File: config.mk
export PLATFORM = sky130hd
export DESIGN_NAME = mem_access_unit_flat
export DESIGN_NICKNAME = d
export VERILOG_FILES = /design/src/rtl/mem_access_if.sv /design/src/rtl/mem_access_unit.sv /design/src/flat_wrapper.sv
export SDC_FILE = /design/constraint.sdc
export NUM_CORES = 1
export LEC_CHECK = 0
export BUFFER_PORTS_ARGS = -buffer_cell sky130_fd_sc_hd__buf_4
export CORE_UTILIZATION = 29
export DETAILED_ROUTE_END_ITERATION = 10
export MAX_ROUTING_LAYER = met4
export PLACE_DENSITY = 0.6
export SLEW_MARGIN = 20
export SYNTH_ARGS = -nofsm -noshare
export SYNTH_HDL_FRONTEND = slang
export SYNTH_SLANG_ARGS = --single-unit
File: constraint.sdc
create_clock -name clk -period 4.8 [get_ports clk]
set_input_delay 0.48 -clock clk [delete_from_list [all_inputs] [get_ports clk]]
set_output_delay 0.48 -clock clk [all_outputs]
set_load 0.01 [all_outputs]
File: src/rtl/mem_access_if.sv
// mem_access_if: request/response channel between the execute/writeback
// side and the load/store unit.
//   req_*  : one memory request (valid/ready), byte address, funct3, store data
//   resp_* : one result per request (valid/ready), extended load data, error flag
// Modports: master = requester (execute/writeback side), slave = mem_access_unit.
interface mem_access_if #(
   parameter int XLEN       = 32,
   parameter int ADDRESSLEN = 32
);
   logic                  req_valid;
   logic                  req_ready;
   logic                  req_write;
   logic [2:0]            req_funct3;
   logic [ADDRESSLEN-1:0] req_addr;
   logic [XLEN-1:0]       req_wdata;
   logic                  resp_valid;
   logic                  resp_ready;
   logic [XLEN-1:0]       resp_rdata;
   logic                  resp_error;

   modport master (
      output req_valid, req_write, req_funct3, req_addr, req_wdata, resp_ready,
      input  req_ready, resp_valid, resp_rdata, resp_error
   );

   modport slave (
      input  req_valid, req_write, req_funct3, req_addr, req_wdata, resp_ready,
      output req_ready, resp_valid, resp_rdata, resp_error
   );
endinterface

File: src/rtl/mem_access_unit.sv
// mem_access_unit: load/store front end in front of a word-wide data memory.
// Takes one request at a time, does read-modify-write for SB/SH, lane
// extraction with sign/zero extension for loads, and returns one response.
//
// Ports:
//   clk         system clock, rising edge
//   reset       asynchronous, active-high
//   bus         mem_access_if.slave request/response channel
//   mem_address word-aligned byte address to memory (bits [1:0] = 0)
//   mem_data    full word to write
//   mem_iWrite  write enable, sampled by memory on the rising edge
//   mem_out     read word, updated by memory on the falling edge
//
// Build option: define MEM_ACCESS_BOUND_CHECK_EN to reject requests whose
// word index is >= TAM.
//
// state  | meaning
// -------+-------------------------------------------------------------
// IDLE   | ready for a request; mem_address holds its last value
// READ   | memory word read; load extracted or sub-word store merged
// WRITE  | mem_iWrite high for exactly this cycle
// RESP   | response presented until resp_ready
module mem_access_unit #(
   parameter int XLEN       = 32,
   parameter int ADDRESSLEN = 32,
   parameter int TAM        = 16
) (
   input  logic                  clk,
   input  logic                  reset,
   mem_access_if.slave           bus,
   output logic [ADDRESSLEN-1:0] mem_address,
   output logic [XLEN-1:0]       mem_data,
   output logic                  mem_iWrite,
   input  logic [XLEN-1:0]       mem_out
);

   typedef enum logic [1:0] {
      ST_IDLE  = 2'd0,
      ST_READ  = 2'd1,
      ST_WRITE = 2'd2,
      ST_RESP  = 2'd3
   } state_t;

   localparam logic [ADDRESSLEN-3:0] L_TAM = (ADDRESSLEN-2)'(TAM);

   state_t                r_state;
   state_t                w_next_state;

   logic [1:0]            r_lane;
   logic [2:0]            r_funct3;
   logic                  r_write;
   logic [15:0]           r_wdata_lo;
   logic [XLEN-1:0]       r_rdata;
   logic                  r_error;
   logic [ADDRESSLEN-1:0] r_mem_address;
   logic [XLEN-1:0]       r_mem_data;

   logic                  w_accept;
   logic                  w_f3_bad;
   logic                  w_misalign;
   logic                  w_oob;
   logic                  w_req_err;
   logic                  w_is_sw;
   logic [7:0]            w_byte;
   logic [15:0]           w_half;
   logic [XLEN-1:0]       w_load_data;
   logic [XLEN-1:0]       w_merged;

   // ---------------------------------------------------------------
   // Request decode
   // ---------------------------------------------------------------
`ifdef MEM_ACCESS_BOUND_CHECK_EN
   assign w_oob = (bus.req_addr[ADDRESSLEN-1:2] >= L_TAM);
`else
   // Word index passes through unchecked; the range limit is inert here.
   logic w_unused_tam;
   assign w_unused_tam = ^L_TAM;
   assign w_oob        = 1'b0;
`endif

   always_comb begin
      w_f3_bad   = 1'b0;
      w_misalign = 1'b0;
      if (bus.req_write) begin
         w_f3_bad = bus.req_funct3[2] || (bus.req_funct3 == 3'b011);
      end else begin
         w_f3_bad = (bus.req_funct3 == 3'b011) || (bus.req_funct3 == 3'b110) ||
                    (bus.req_funct3 == 3'b111);
      end
      // Size field funct3[1:0]: 01 = half, 10 = word. Illegal codes are
      // already caught above, so no need to qualify with funct3[2].
      if ((bus.req_funct3[1:0] == 2'b01) && bus.req_addr[0]) begin
         w_misalign = 1'b1;
      end
      if ((bus.req_funct3[1:0] == 2'b10) && (bus.req_addr[1:0] != 2'b00)) begin
         w_misalign = 1'b1;
      end
   end

   assign w_req_err = w_f3_bad || w_misalign || w_oob;
   assign w_is_sw   = bus.req_write && (bus.req_funct3 == 3'b010);
   assign w_accept  = (r_state == ST_IDLE) && bus.req_valid;

   // ---------------------------------------------------------------
   // FSM
   // ---------------------------------------------------------------
   always_ff @(posedge clk or posedge reset) begin
      if (reset) begin
         r_state <= ST_IDLE;
      end else begin
         r_state <= w_next_state;
      end
   end

   always_comb begin
      w_next_state = r_state;
      case (r_state)
         ST_IDLE: begin
            if (bus.req_valid) begin
               if (w_req_err) begin
                  w_next_state = ST_RESP;
               end else if (w_is_sw) begin
                  w_next_state = ST_WRITE;
               end else begin
                  w_next_state = ST_READ;
               end
            end
         end
         ST_READ: begin
            w_next_state = r_write ? ST_WRITE : ST_RESP;
         end
         ST_WRITE: begin
            w_next_state = ST_RESP;
         end
         ST_RESP: begin
            if (bus.resp_ready) begin
               w_next_state = ST_IDLE;
            end
         end
         default: begin
            w_next_state = ST_IDLE;
         end
      endcase
   end

   // ---------------------------------------------------------------
   // Lane extraction and sub-word merge from the memory word
   // ---------------------------------------------------------------
   assign w_byte = mem_out[{r_lane, 3'b000} +: 8];
   assign w_half = mem_out[{r_lane[1], 4'b0000} +: 16];

   always_comb begin
      w_load_data = mem_out;
      case (r_funct3[1:0])
         2'b00:   w_load_data = {{(XLEN-8){w_byte[7] & ~r_funct3[2]}}, w_byte};
         2'b01:   w_load_data = {{(XLEN-16){w_half[15] & ~r_funct3[2]}}, w_half};
         default: w_load_data = mem_out;
      endcase
   end

   always_comb begin
      w_merged = mem_out;
      if (r_funct3[1:0] == 2'b00) begin
         w_merged[{r_lane, 3'b000} +: 8] = r_wdata_lo[7:0];
      end else begin
         w_merged[{r_lane[1], 4'b0000} +: 16] = r_wdata_lo;
      end
   end

   // ---------------------------------------------------------------
   // Datapath registers
   // ---------------------------------------------------------------
   always_ff @(posedge clk or posedge reset) begin
      if (reset) begin
         r_lane        <= 2'b00;
         r_funct3      <= 3'b000;
         r_write       <= 1'b0;
         r_wdata_lo    <= '0;
         r_rdata       <= '0;
         r_error       <= 1'b0;
         r_mem_address <= '0;
         r_mem_data    <= '0;
      end else begin
         if (w_accept) begin
            r_lane     <= bus.req_addr[1:0];
            r_funct3   <= bus.req_funct3;
            r_write    <= bus.req_write;
            r_wdata_lo <= bus.req_wdata[15:0];
            r_rdata    <= '0;
            r_error    <= w_req_err;
            // Rejected requests leave the memory-side registers untouched.
            if (!w_req_err) begin
               r_mem_address <= {bus.req_addr[ADDRESSLEN-1:2], 2'b00};
               if (w_is_sw) begin
                  r_mem_data <= bus.req_wdata;
               end
            end
         end
         if (r_state == ST_READ) begin
            if (r_write) begin
               r_mem_data <= w_merged;
            end else begin
               r_rdata <= w_load_data;
            end
         end
      end
   end

   // ---------------------------------------------------------------
   // Outputs: registers or state decode only
   // ---------------------------------------------------------------
   assign mem_address    = r_mem_address;
   assign mem_data       = r_mem_data;
   assign mem_iWrite     = (r_state == ST_WRITE);
   assign bus.req_ready  = (r_state == ST_IDLE);
   assign bus.resp_valid = (r_state == ST_RESP);
   assign bus.resp_rdata = r_rdata;
   assign bus.resp_error = r_error;

endmodule
File: src/flat_wrapper.sv
// flat-port wrapper written by rule: the top's interface ports become plain ports
module mem_access_unit_flat 
#(
   parameter int XLEN       = 32,
   parameter int ADDRESSLEN = 32,
   parameter int TAM        = 16
)
  (clk, reset, mem_address, mem_data, mem_iWrite, mem_out, bus_req_valid, bus_req_write, bus_req_funct3, bus_req_addr, bus_req_wdata, bus_resp_ready, bus_req_ready, bus_resp_valid, bus_resp_rdata, bus_resp_error);
  mem_access_if #(.XLEN(XLEN), .ADDRESSLEN(ADDRESSLEN)) bus_i ();
  input  logic clk;
  input  logic reset;
  output logic [ADDRESSLEN-1:0] mem_address;
  output logic [XLEN-1:0] mem_data;
  output logic mem_iWrite;
  input  logic [XLEN-1:0] mem_out;
  input wire logic [$bits(bus_i.req_valid)-1:0] bus_req_valid;
  input wire logic [$bits(bus_i.req_write)-1:0] bus_req_write;
  input wire logic [$bits(bus_i.req_funct3)-1:0] bus_req_funct3;
  input wire logic [$bits(bus_i.req_addr)-1:0] bus_req_addr;
  input wire logic [$bits(bus_i.req_wdata)-1:0] bus_req_wdata;
  input wire logic [$bits(bus_i.resp_ready)-1:0] bus_resp_ready;
  output wire logic [$bits(bus_i.req_ready)-1:0] bus_req_ready;
  output wire logic [$bits(bus_i.resp_valid)-1:0] bus_resp_valid;
  output wire logic [$bits(bus_i.resp_rdata)-1:0] bus_resp_rdata;
  output wire logic [$bits(bus_i.resp_error)-1:0] bus_resp_error;
  assign bus_i.req_valid = bus_req_valid;
  assign bus_i.req_write = bus_req_write;
  assign bus_i.req_funct3 = bus_req_funct3;
  assign bus_i.req_addr = bus_req_addr;
  assign bus_i.req_wdata = bus_req_wdata;
  assign bus_i.resp_ready = bus_resp_ready;
  assign bus_req_ready = bus_i.req_ready;
  assign bus_resp_valid = bus_i.resp_valid;
  assign bus_resp_rdata = bus_i.resp_rdata;
  assign bus_resp_error = bus_i.resp_error;
  mem_access_unit #(.XLEN(XLEN), .ADDRESSLEN(ADDRESSLEN), .TAM(TAM)) u_core (.clk(clk), .reset(reset), .bus(bus_i), .mem_address(mem_address), .mem_data(mem_data), .mem_iWrite(mem_iWrite), .mem_out(mem_out));
endmodule
; ---- Yosys cells after proc, flatten, opt, wreduce, memory -nomap -nowiden
; Index checks and enable logic that the tools add are counted.
; Widths: inputs -> output; s select.
[word_totals]
reg_bits = 119
input_bits = 104
out_inout_bits = 100
elab_cells = 67
[classes]
addsub = 2
eq_ne = 12
shift = 6
n_mux = 21
n_bitwise = 4
n_reduce_logical = 13
[ops]
columns = operator, n
row1 = $mux 32, 9
row2 = $bwmux 32, 2
row3 = $pmux 32 s2, 1
row4 = $shift 16x7->32 const A, 1
row5 = $shift 8x7->32 const A, 1
row6 = $shiftx 16x7->32, 1
row7 = $shiftx 32x6->16, 1
row8 = $shiftx 32x6->8, 1
row9 = $shiftx 8x7->32, 1
row10 = $neg 5->7, 2
row11 = $mux 2, 4
row12 = $pmux 2 s4, 1
row13 = $eq 2x1->1 const B, 3
row14 = $eq 2x2->1 const B, 3
row15 = $eq 3x2->1 const B, 2
row16 = $eq 3x3->1 const B, 2
row17 = $logic_and 1x1->1, 4
row18 = $logic_not 2->1, 2
row19 = $logic_or 1x1->1, 4
row20 = $mux 1, 4
row21 = $ne 2x2->1 const B, 2
row22 = $reduce_and 2->1, 2
row23 = $and 1x1->1, 2
row24 = $not 1->1, 2
row25 = $reduce_bool 2->1, 1

; ---- Depth between registers and ports, before layout
; Gate-level depths: netlist of the first run.
[depth]
ltp_word = 9
mapped_depth = 9
mapped_depth_nobuf = 6

; ---- Least setup slack after synthesis of the first run
; No wires, ideal clock.
[synth_path]
path_kind = reg2reg
startpoint = register u_core.r_lane[0]
endpoint = register u_core.r_mem_data[13], in the netlist u_core.mem_data[13]
setup_ns = 0.086
t_arrival_ns = 2.036
required_ns = 4.714
setup_slack_ns = 2.678
stages_incl_launch_ff = 10
n_path_buf = 3
synth_period_minus_slack_ns = 2.122
cell_sequence = dfrtp_1 clkbuf_1 inv_1 ha_1 or3b_1 buf_6 buf_12 o221ai_2 o221ai_1 nor3_1
[synth_via]
elab_chain_len = 6
elab_cells_between_ends = 7
cone_classes = add/sub (1) / shift (2) / mux (4)
[synth_lines]
columns = item, line
row1 = from (decl), mem_access_unit.sv:49  ; logic [1:0] r_lane;
row2 = from (signal assigned), mem_access_unit.sv:185  ; r_lane <= bus.req_addr[1:0];
row3 = $neg 5->7 (*), mem_access_unit.sv:164  ; w_merged[{r_lane, 3'b000} +: 8] = r_wdata_lo[7:0];
row4 = $shiftx 8x7->32 or $shift 8x7->32 (tied branches), mem_access_unit.sv:164
row5 = $bwmux 32 (*), mem_access_unit.sv:164
row6 = $mux 32 (*), mem_access_unit.sv:163  ; if (r_funct3[1:0] == 2'b00) begin
row7 = $mux 32 (*), mem_access_unit.sv:200  ; if (r_write) begin
row8 = $mux 32 (*), mem_access_unit.sv:199  ; if (r_state == ST_READ) begin
row9 = to (signal assigned), mem_access_unit.sv:195  ; r_mem_data <= bus.req_wdata;
row10 = to (signal assigned), mem_access_unit.sv:201  ; r_mem_data <= w_merged;
row11 = to (decl), mem_access_unit.sv:56  ; logic [XLEN-1:0] r_mem_data;
; Every way passes the cells marked *; elsewhere a longest branch is shown, timed or not.
; A chain may end at the register's enable or synchronous reset.

; ---- Final worst setup path of the first run
[layout_path]
startpoint = register u_core.r_lane[0]
endpoint = register u_core.r_mem_data[1], in the netlist u_core.mem_data[1]
; Same word-level chain as after synthesis.

==> results of run 1 <==
state kept, by name, summed over array words and instances (netlist names):
register	flops
u_core.r_state	2
u_core.r_wdata_lo	16
u_core.r_funct3	3
u_core.mem_data	32
u_core.bus.resp_error	1
u_core.mem_address	30
u_core.r_lane	2
u_core.r_write	1
u_core.bus.resp_rdata	32
cell families after synthesis:
kind of cell	count (synthesis)	synth area share
compound gates	166	0.2010
fa+ha+maj	10	0.01905
buf+inv	98	0.06917
flops	119	0.4535
mux	37	0.06174
other cells	1	0.0005711
simple gates	265	0.1949
final cells by class:
cell class	instances	share of cell area
Tap cell	280	0.03967
Clock buffer	18	0.04973
Inverter	32	0.01388
Timing Repair Buffer	213	0.1811
Multi-Input combinational cell	480	0.3587
Sequential cell	119	0.3373
Clock inverter	14	0.01955
through the flow:
step	total power, W	utilization	setup slack, ps
6_report	0.005758	0.4009	2036
5_1_grt	0.006134	0.4009	1833
4_1_cts	0.005776	0.4007	2039
3_5_place_dp	0.004414	0.3729	2051
3_3_place_gp	0.004371	0.3729	2090
2_1_floorplan	0.003382	-	1163
worst min-delay path by stage:
stage                                     start                endpoint  slack [ps]
after floorplan               u_core.r_state[1]       u_core.r_state[1]         500
after global placement    u_core.mem_address[7]   u_core.mem_address[7]         460
after detailed placement  u_core.mem_address[6]   u_core.mem_address[6]         470
after CTS                                 reset  u_core.mem_address[10]         210
after global routing                      reset  u_core.mem_address[10]         220
final                                     reset  u_core.mem_address[10]         160
routing by layer:
layer	wire, µm	track usage	up-vias
met5	0	-	-
met3	1858	0.05290	33
met4	331	0.05195	0
li1	-	-	2912
met2	10700	0.3178	291
met1	10340	0.2815	3041
worst max-delay path, delay by kind of cell (launching register included):
family | cells | cell delay, ps
adder cells (fa/ha/maj) | 1 | 640
flip-flops | 1 | 650
buffers and inverters | 1 | 200
AO/OA/AOI/OAI | 3 | 790
AND/OR/NAND/NOR | 1 | 410
power by group:
group / leakage (nW) / switching, W / internal, W / total (W)
clock network: 0.285 / 0.000505 / 0.000833 / 0.00134
registers: 1.52 / 0.000417 / 0.00142 / 0.00184
logic: 2.28 / 0.00141 / 0.00118 / 0.00258
cells in the mapped netlist (all sizes together) (4+ instances only):
cell,n
a21o,4
nor2,14
buf,33
a31oi,9
a222oi,7
a221oi,10
a221o,16
ha,10
o21ai,39
mux2,28
nand3b,8
o221ai,48
nand3,15
and2,10
nor3,50
a2bb2oi,7
mux2i,9
nand2,124
clkbuf,33
nor4,25
inv,32
nand4b,8
dfrtp,119
a21oi,18
==> impl_metrics.csv, run 1 <==
group,metric,value,unit
status,status,"complete, but fails checks",
status,violations,"DRC",
final_layout,final_cells,1156,
global_routing,grt_pass1_vias,6306,
final_layout,final_common_cell,"buf_4",
place,dpl.cell_count,1124,
floorplanning,die-area,23250,µm²
clocking,postCtsSetupBuffers,0,
sta,rsz0062_at_grt,"false",
floorplanning,ios,204,
sta,setup_tns,0,ps
synth,synth_edf_count,0,
synth,yosysTopAreaCell,"dfrtp_1",
final_layout,mostFrequentLayoutCells,"buf_4, nand2_1, dfrtp_1",
final_layout,area_growth,34.49,%
clocking,clock-root-buffer,"clkbuf_16",
global_routing,antenna_found_initial,0,
floorplanning,start_util,0.2981,
drt,drt-pass1-iter-count,9,
clocking,numCtsBuffers,17,
global_routing,track_usage,0.2105,
floorplanning,die_h,152.5,µm
synth,ys.flop_type,"dfrtp_1",
power,p_per_area,652.0,nW/µm²
sta,tightestPinTransition,1072,ps
critical_path,r2r_slack,2040,ps
synth,yosys_warnings,0,
final_layout,fill_cells,2262,
place,placed_cell_area,8214,µm²
critical_path,cp_slowest_cell,"dfrtp_1",
final_layout,fin_area,8831,µm²
clocking,cts_buffer_depth,2,
sta,hold_viol_final,0,
critical_path,r2r_start,"u_core.r_lane[0]",
clocking,cts.clk_slew.worst_paths,60,ps
synth,synth_seq_cells,119,
floorplanning,core,22030,µm²
place,io_buffers,201,
clocking,cts_hold_buf,0,
drt,via_count,6277,
final_layout,final_nets,977,
critical_path,r2r_end,"u_core.mem_data[1]",
sta,finalCritPeriodShare,0.5759,
global_routing,overflow,0,
critical_path,setup.worst_path.start,"u_core.r_lane[0]",
final_layout,diodes,0,
power,leakage,4.082,nW
global_routing,grt_max_degree,70,
critical_path,reg2regPathDepth,6,
critical_path,required,5140,ps
synth,synthCells,696,
critical_path,crit_end,"u_core.mem_data[1]",
sta,finalWorstPathRequiredPeriod,2764,ps
critical_path,crit_fanout,25,
drt,wirelength,23.23,mm
drt,drt_iter0_markers,563,
drt,wire_per_inst,20.10,µm
critical_path,endpoint_kind,"flip-flop",
clocking,insertion_delay,420,ps
power,peakVddDrop,290.7,µV
sta,max_clock_freq,361.8,MHz
synth,seq_area_frac_synth,0.4535,
synth,yosysTopAreaCellShare,0.4535,
critical_path,startpoint_type,"flip-flop",
critical_path,critPathArrivalTime,3100,ps
sta,fin_skew,10.91,ps
sta,relSlewSlack,0.2841,
job,cap_viol_max_count,0,
final_layout,multi_input_area,3168,µm²
critical_path,path_cells,"inv_1 -> ha_1 -> nor4bb_1 -> o2bb2ai_1 -> a221oi_1 -> a21oi_1",
drt,postRouteAntennaNets,0,
critical_path,slowest_delay,650,ps
sta,holdWs,162.8,ps
place,gp_congestion,0.8827,
synth,yosysUniqueCellTypes,50,
synth,syn_avg_cell_area,9.434,µm²
final_layout,drive_gt1_frac,0.3379,
clocking,ctsHtreeMaxLevel,4,
synth,async_flop_share,1.000,
sta,setup_viol,0,
clocking,cts_tree,"yes",
min_path,hold_class,"input pin to async pin",
floorplanning,fp.dieW,152.5,µm
clocking,cts_resized,0,
drt,drc,15,
place,place.detailed.hpwl,16.55,mm
synth,synthTopCellsByArea,"dfrtp_1, nand2_1, mux2_2, o221ai_1, nor3_1",
global_routing,grt_pass1_wl,36.82,mm
sta,final_max_slew_viol_count,0,
drt,via_per_inst,5.430,
clocking,clock_sinks,119,
synth,synth_area,6566,µm²
final_layout,regArea,2979,µm²
critical_path,crit_type,"flip-flop to flip-flop",
floorplanning,rows,54,
Power figures use the tool's default switching activity.
==> inputs of run 2 (changes only) <==
--- a/config.mk
+++ b/config.mk
@@ -9,7 +9,7 @@
 export CORE_UTILIZATION = 29
 export DETAILED_ROUTE_END_ITERATION = 10
 export MAX_ROUTING_LAYER = met4
-export PLACE_DENSITY = 0.6
+export PLACE_DENSITY = 0.62
 export SLEW_MARGIN = 20
 export SYNTH_ARGS = -nofsm -noshare
 export SYNTH_HDL_FRONTEND = slang
==> constraint.sdc (replaced) <==
create_clock -name clk -period 2.4 [get_ports clk]
set_input_delay 0.24 -clock clk [delete_from_list [all_inputs] [get_ports clk]]
set_output_delay 0.24 -clock clk [all_outputs]
set_load 0.01 [all_outputs]
==> run 2 against run 1 <==
The flow still finishes with violations (DRC). Non-clock buffer count increased by 39. Power up 100%. Maximum frequency is 24% higher. Via count grew 3.1%. Register-to-register slack got worse by 1900 ps. First-iteration DRC count increased by 4.3%. Critical endpoint is now u_core.mem_data[10]. Largest power group unchanged. Highest routed layer unchanged.
==> impl_metrics.csv, run 2 (same netlist as run 1, synthesis figures left out) <==
group,metric,value,unit
critical_path,startpoint_type,"flip-flop",
clocking,cts_buffer_depth,2,
final_layout,mostFrequentLayoutCells,"buf_4, nand2_1, dfrtp_1",
final_layout,drive_gt1_frac,0.3399,
global_routing,grt_max_degree,90,
sta,rsz0062_at_grt,"false",
min_path,hold_class,"input pin to flip-flop",
job,cap_viol_max_count,0,
floorplanning,die-area,23250,µm²
final_layout,final_common_cell,"buf_4",
power,power.share.clock,0.217,
global_routing,grt_pass1_vias,6393,
global_routing,grt_pass1_wl,36.78,mm
power,peakVddDrop,607.6,µV
power,p_seq_frac,0.314,
drt,wirelength,23.46,mm
final_layout,area_growth,39.75,%
sta,finalCritPeriodShare,0.9300,
sta,setup_viol,0,
sta,max_clock_freq,448.0,MHz
floorplanning,rows,54,
place,placed_cell_area,8388,µm²
global_routing,track_usage,0.2105,
sta,finalWorstPathRequiredPeriod,2232,ps
clocking,cts_hold_buf,21,
drt,postRouteAntennaNets,0,
place,dpl.cell_count,1142,
sta,relSlewSlack,0.3072,
power,p_sw,0.004626,W
place,io_buffers,201,
floorplanning,core,22030,µm²
critical_path,reg2regPathDepth,6,
power,comb_power_share,0.469,
sta,setup_tns,0,ps
clocking,clock-root-buffer,"clkbuf_16",
sta,tightestPinTransition,1037,ps
place,gp_congestion,0.8723,
sta,holdWs,13.51,ps
drt,drt-pass1-iter-count,8,
critical_path,crit_fanout,16,
clocking,postCtsSetupBuffers,0,
drt,wire_per_inst,19.62,µm
global_routing,antenna_found_initial,1,
floorplanning,fp.dieW,152.5,µm
sta,fin_skew,6.532,ps
sta,hold_viol_final,0,
global_routing,overflow,0,
power,intPower,0.006894,W
final_layout,fin_area,9176,µm²
final_layout,final_nets,1016,
critical_path,required,2720,ps
power,p_per_area,1255,nW/µm²
critical_path,crit_type,"flip-flop to flip-flop",
clocking,clock_sinks,119,
clocking,cts_resized,0,
final_layout,final_cells,1196,
critical_path,endpoint_kind,"flip-flop",
clocking,insertion_delay,420,ps
final_layout,fin_util,0.4166,
drt,drt_iter0_markers,587,
sta,final_max_slew_viol_count,0,
status,violations,"DRC",
drt,drc,10,
clocking,cts.clk_slew.worst_paths,60,ps
floorplanning,die_h,152.5,µm
floorplanning,start_util,0.2981,
status,status,"complete, but fails checks",
clocking,cts_tree,"yes",
critical_path,critPathArrivalTime,2550,ps
place,place.detailed.hpwl,16.59,mm
clocking,numCtsBuffers,17,
clocking,ctsHtreeMaxLevel,4,
power,switching_share,0.4016,
drt,via_per_inst,5.411,
power,leakage,4.256,nW
floorplanning,ios,204,
min_path,holdPathStages,3,
drt,via_count,6471,
## run 2: cell count changes in the layout (fill, tap and decap cells not counted)
cell and change:
clkinv_2 +2, clkinvlp_4 -1, buf_12 +3, bufinv_16 -1, inv_6 -3, clkbuf_1 +2
inv_4 -1, nor3_2 -1, diode_2 +1, dlygate4sd3_1 +21, nor3_1 +1, clkinv_4 +2
buf_4 +15
## run 2: per-stage QoR
stage	setup WS, ps	power, W
2_1_floorplan	278.3	0.006764
3_3_place_gp	217.6	0.008902
3_5_place_dp	156.4	0.008975
4_1_cts	140.2	0.01157
5_1_grt	12.31	0.01228
6_report	167.9	0.01152
## run 2: worst max-delay path, cell delays in order (launching register included)
cell and delay (ps):
dfrtp_2 380, inv_1 110, ha_1 220, or3b_1 750, o221ai_1 300, o221ai_1 140
nor3_1 220
## run 2: metal layers
metal / up-vias / wire (µm) / part of all wire / track usage
li1: 2994 / - / - / -
met4: 0 / 493 / 0.021 / 0.06542
met2: 289 / 10970 / 0.47 / 0.3173
met3: 32 / 1645 / 0.070 / 0.04750
met1: 3156 / 10350 / 0.44 / 0.2802
met5: - / 0 / 0 / -
## run 2: area by class of cell
cell class              count  area [µm²]
multi-input cells         480        3163
fillers                  2190       12850
repair buffers            252        1982
diodes                      1       2.502
clock buffers              20       446.7
flip-flops and latches    119        2979
well taps                 280       350.3
inverters                  32       123.9
clock inverters            12       128.9
## run 2: final timing paths
path,endpoint,slack [ps],startpoint
min reg2reg,u_core.mem_address[2],470,u_core.mem_address[2]
max in group asynchronous,u_core.r_lane[1],1490,reset
min in group asynchronous,u_core.mem_address[23],510,reset
max reg2reg,u_core.mem_data[10],170,u_core.r_lane[1]
min,u_core.mem_address[10],10,bus_req_addr[10]
max,u_core.mem_data[10],170,u_core.r_lane[1]
## run 2: power groups by stage
stage | sequential (W) | clock, W | combinational, W
CTS | 0.00360 | 0.00256 | 0.00541
floorplan | 0.00366 | 0 | 0.00311
finish | 0.00361 | 0.00250 | 0.00541
detailed placement | 0.00360 | 0 | 0.00537
global route | 0.00373 | 0.00263 | 0.00593
global placement | 0.00362 | 0 | 0.00528
==> inputs of run 3 (changes only) <==
--- a/config.mk
+++ b/config.mk
@@ -5,11 +5,11 @@
 export SDC_FILE = /design/constraint.sdc
 export NUM_CORES = 1
 export LEC_CHECK = 0
-export BUFFER_PORTS_ARGS = -buffer_cell sky130_fd_sc_hd__buf_4
 export CORE_UTILIZATION = 29
 export DETAILED_ROUTE_END_ITERATION = 10
+export DONT_BUFFER_PORTS = 1
 export MAX_ROUTING_LAYER = met4
-export PLACE_DENSITY = 0.62
+export PLACE_DENSITY = 0.54
 export SLEW_MARGIN = 20
 export SYNTH_ARGS = -nofsm -noshare
 export SYNTH_HDL_FRONTEND = slang
==> run 3 against run 2 <==
The run still ends with DRC left. Worst setup slack better by 110 ps. Count of clock-buffer cells in the layout down 2. Sequential power up 13%. Routed wire length about the same. Critical endpoint is now u_core.mem_data[5]. Largest power group is now registers.
==> impl_metrics.csv, run 3 (same netlist as run 1, synthesis figures left out) <==
group,metric,value,unit
sta,finalWorstPathRequiredPeriod,2121,ps
sta,rsz0062_at_grt,"false",
clocking,cts_buffer_depth,2,
job,cap_viol_max_count,0,
final_layout,drive_gt1_frac,0.1445,
clocking,ctsHtreeMaxLevel,4,
floorplanning,die-area,23250,µm²
clocking,clock-root-buffer,"clkbuf_16",
clocking,cts.clk_slew.worst_paths,70,ps
final_layout,final_nets,869,
sta,max_clock_freq,471.6,MHz
critical_path,r2r_end,"u_core.mem_data[5]",
final_layout,regArea,2979,µm²
place,place.detailed.hpwl,15.97,mm
final_layout,diodes,0,
drt,postRouteAntennaNets,0,
final_layout,area_growth,24.83,%
final_layout,fin_util,0.3721,
floorplanning,core,22030,µm²
drt,via_per_inst,5.565,
drt,drc,8,
drt,wirelength,23.48,mm
final_layout,final_cells,1048,
sta,hold_viol_final,0,
critical_path,reg2regPathDepth,6,
critical_path,required,2740,ps
clocking,clock_sinks,119,
drt,wire_per_inst,22.40,µm
global_routing,grt_max_degree,120,
sta,holdWs,21.97,ps
drt,drt-pass1-iter-count,9,
sta,final_max_slew_viol_count,0,
power,leakage,3.465,nW
sta,setup_viol,0,
critical_path,slowest_delay,480,ps
clocking,insertion_delay,430,ps
drt,drt_iter0_markers,440,
critical_path,cp_slowest_cell,"dfrtp_2",
final_layout,mostFrequentLayoutCells,"nand2_1, dfrtp_1, dlygate4sd3_1",
status,status,"complete, but fails checks",
critical_path,path_cells,"inv_1 -> ha_1 -> nor4bb_1 -> o2bb2ai_1 -> a221oi_1 -> a21oi_1",
power,p_per_area,1280,nW/µm²
critical_path,crit_type,"flip-flop to flip-flop",
floorplanning,die_h,152.5,µm
floorplanning,ios,204,
critical_path,worst-path-buf-inv,1,
sta,tightestPinTransition,806.1,ps
place,dpl.cell_count,940,
min_path,min-delay-start,"mem_out[5]",
critical_path,crit_fanout,11,
final_layout,final_common_cell,"nand2_1",
place,io_buffers,0,
place,gp_congestion,0.8397,
global_routing,antenna_found_initial,0,
drt,via_count,5832,
critical_path,startpoint_type,"flip-flop",
final_layout,multi_input_area,3171,µm²
min_path,holdPathStages,2,
clocking,numCtsBuffers,17,
clocking,cts_tree,"yes",
sta,relSlewSlack,0.4606,
sta,fin_skew,13.50,ps
min_path,min_to,"u_core.bus.resp_rdata[5]",
global_routing,grt_pass1_vias,5843,
power,peakVddDrop,493.7,µV
floorplanning,fp.dieW,152.5,µm
final_layout,fill_cells,2261,
min_path,hold_class,"input pin to flip-flop",
critical_path,critPathArrivalTime,2460,ps
critical_path,r2r_start,"u_core.r_lane[1]",
critical_path,endpoint_kind,"flip-flop",
critical_path,r2r_slack,280,ps
global_routing,overflow,0,
sta,finalCritPeriodShare,0.8836,
floorplanning,start_util,0.2981,
sta,setup_tns,0,ps
global_routing,grt_pass1_wl,36.23,mm
floorplanning,rows,54,
status,violations,"DRC",
critical_path,worst_path_dominant_cell_family,"compound AO/OA/AOI/OAI gates",
global_routing,track_usage,0.2115,
[run 3: cell types whose count changed in the layout (fill, tap and decap cells not counted), moves of 2 or more]
cell and delta:
buf_4 -202, dlygate4sd3_1 +55, inv_6 +5, clkinv_2 -4, bufinv_16 -2, clkbuf_1 -2
clkinv_4 +2
[run 3: repair_timing]
item / CTS / global route
hold buffers: 76 / 0
hold endpoints to repair: 194 / 0
resized for setup: 0 / 0
setup buffers: 0 / 0
[run 3: layer usage]
layer,track usage,routed length (µm),vias up
li1,-,-,2695
met1,0.2685,10270,2880
met2,0.3167,10780,215
met3,0.06058,1812,42
met4,0.08418,620,0
met5,-,0,-
[run 3: worst register-to-register path, delay by kind of cell (launching register included)]
kind,cells,cell delay [ps]
fa+ha+maj,1,280
compound gates,3,790
buf+inv,1,200
flops,1,480
simple gates,1,290
[run 3: layout make-up]
| type | instances | share of cell area |
|---|---|---|
| clock buffers | 18 | 0.05358 |
| well taps | 280 | 0.04274 |
| clock inverters | 14 | 0.01435 |
| flip-flops and latches | 119 | 0.3635 |
| inverters | 32 | 0.01511 |
| multi-input cells | 480 | 0.3868 |
| repair buffers | 105 | 0.1240 |
[run 3: through the flow]
stage               total power [W]  setup slack (ps)  area [µm²]
detailed placement         0.007935             226.0        6872
global route                0.01115             97.12        8197
global placement           0.007881             284.5        6872
CTS                         0.01051             221.1        8189
finish                      0.01049             279.4        8197
floorplan                  0.006764             278.3        6574
[run 3: report_power, final]
group | internal, W | leakage [nW] | switching (W)
clock network | 0.00137 | 0.261 | 0.00106
registers | 0.00284 | 1.52 | 0.00123
logic | 0.00174 | 1.69 | 0.00226
[run 3: how the worst max path moves through the flow]
stage	end	start	slack, ps	cells past startpoint
final	u_core.mem_data[5]	u_core.r_lane[1]	280	6
after global routing	u_core.mem_address[12]	u_core.r_state[0]	100	8
after CTS	u_core.bus.resp_rdata[28]	u_core.r_state[1]	220	6
after detailed placement	u_core.bus.resp_rdata[22]	u_core.r_state[1]	230	6
after global placement	u_core.bus.resp_rdata[29]	u_core.r_state[1]	280	6
after floorplan	u_core.mem_data[13]	u_core.r_lane[0]	280	9
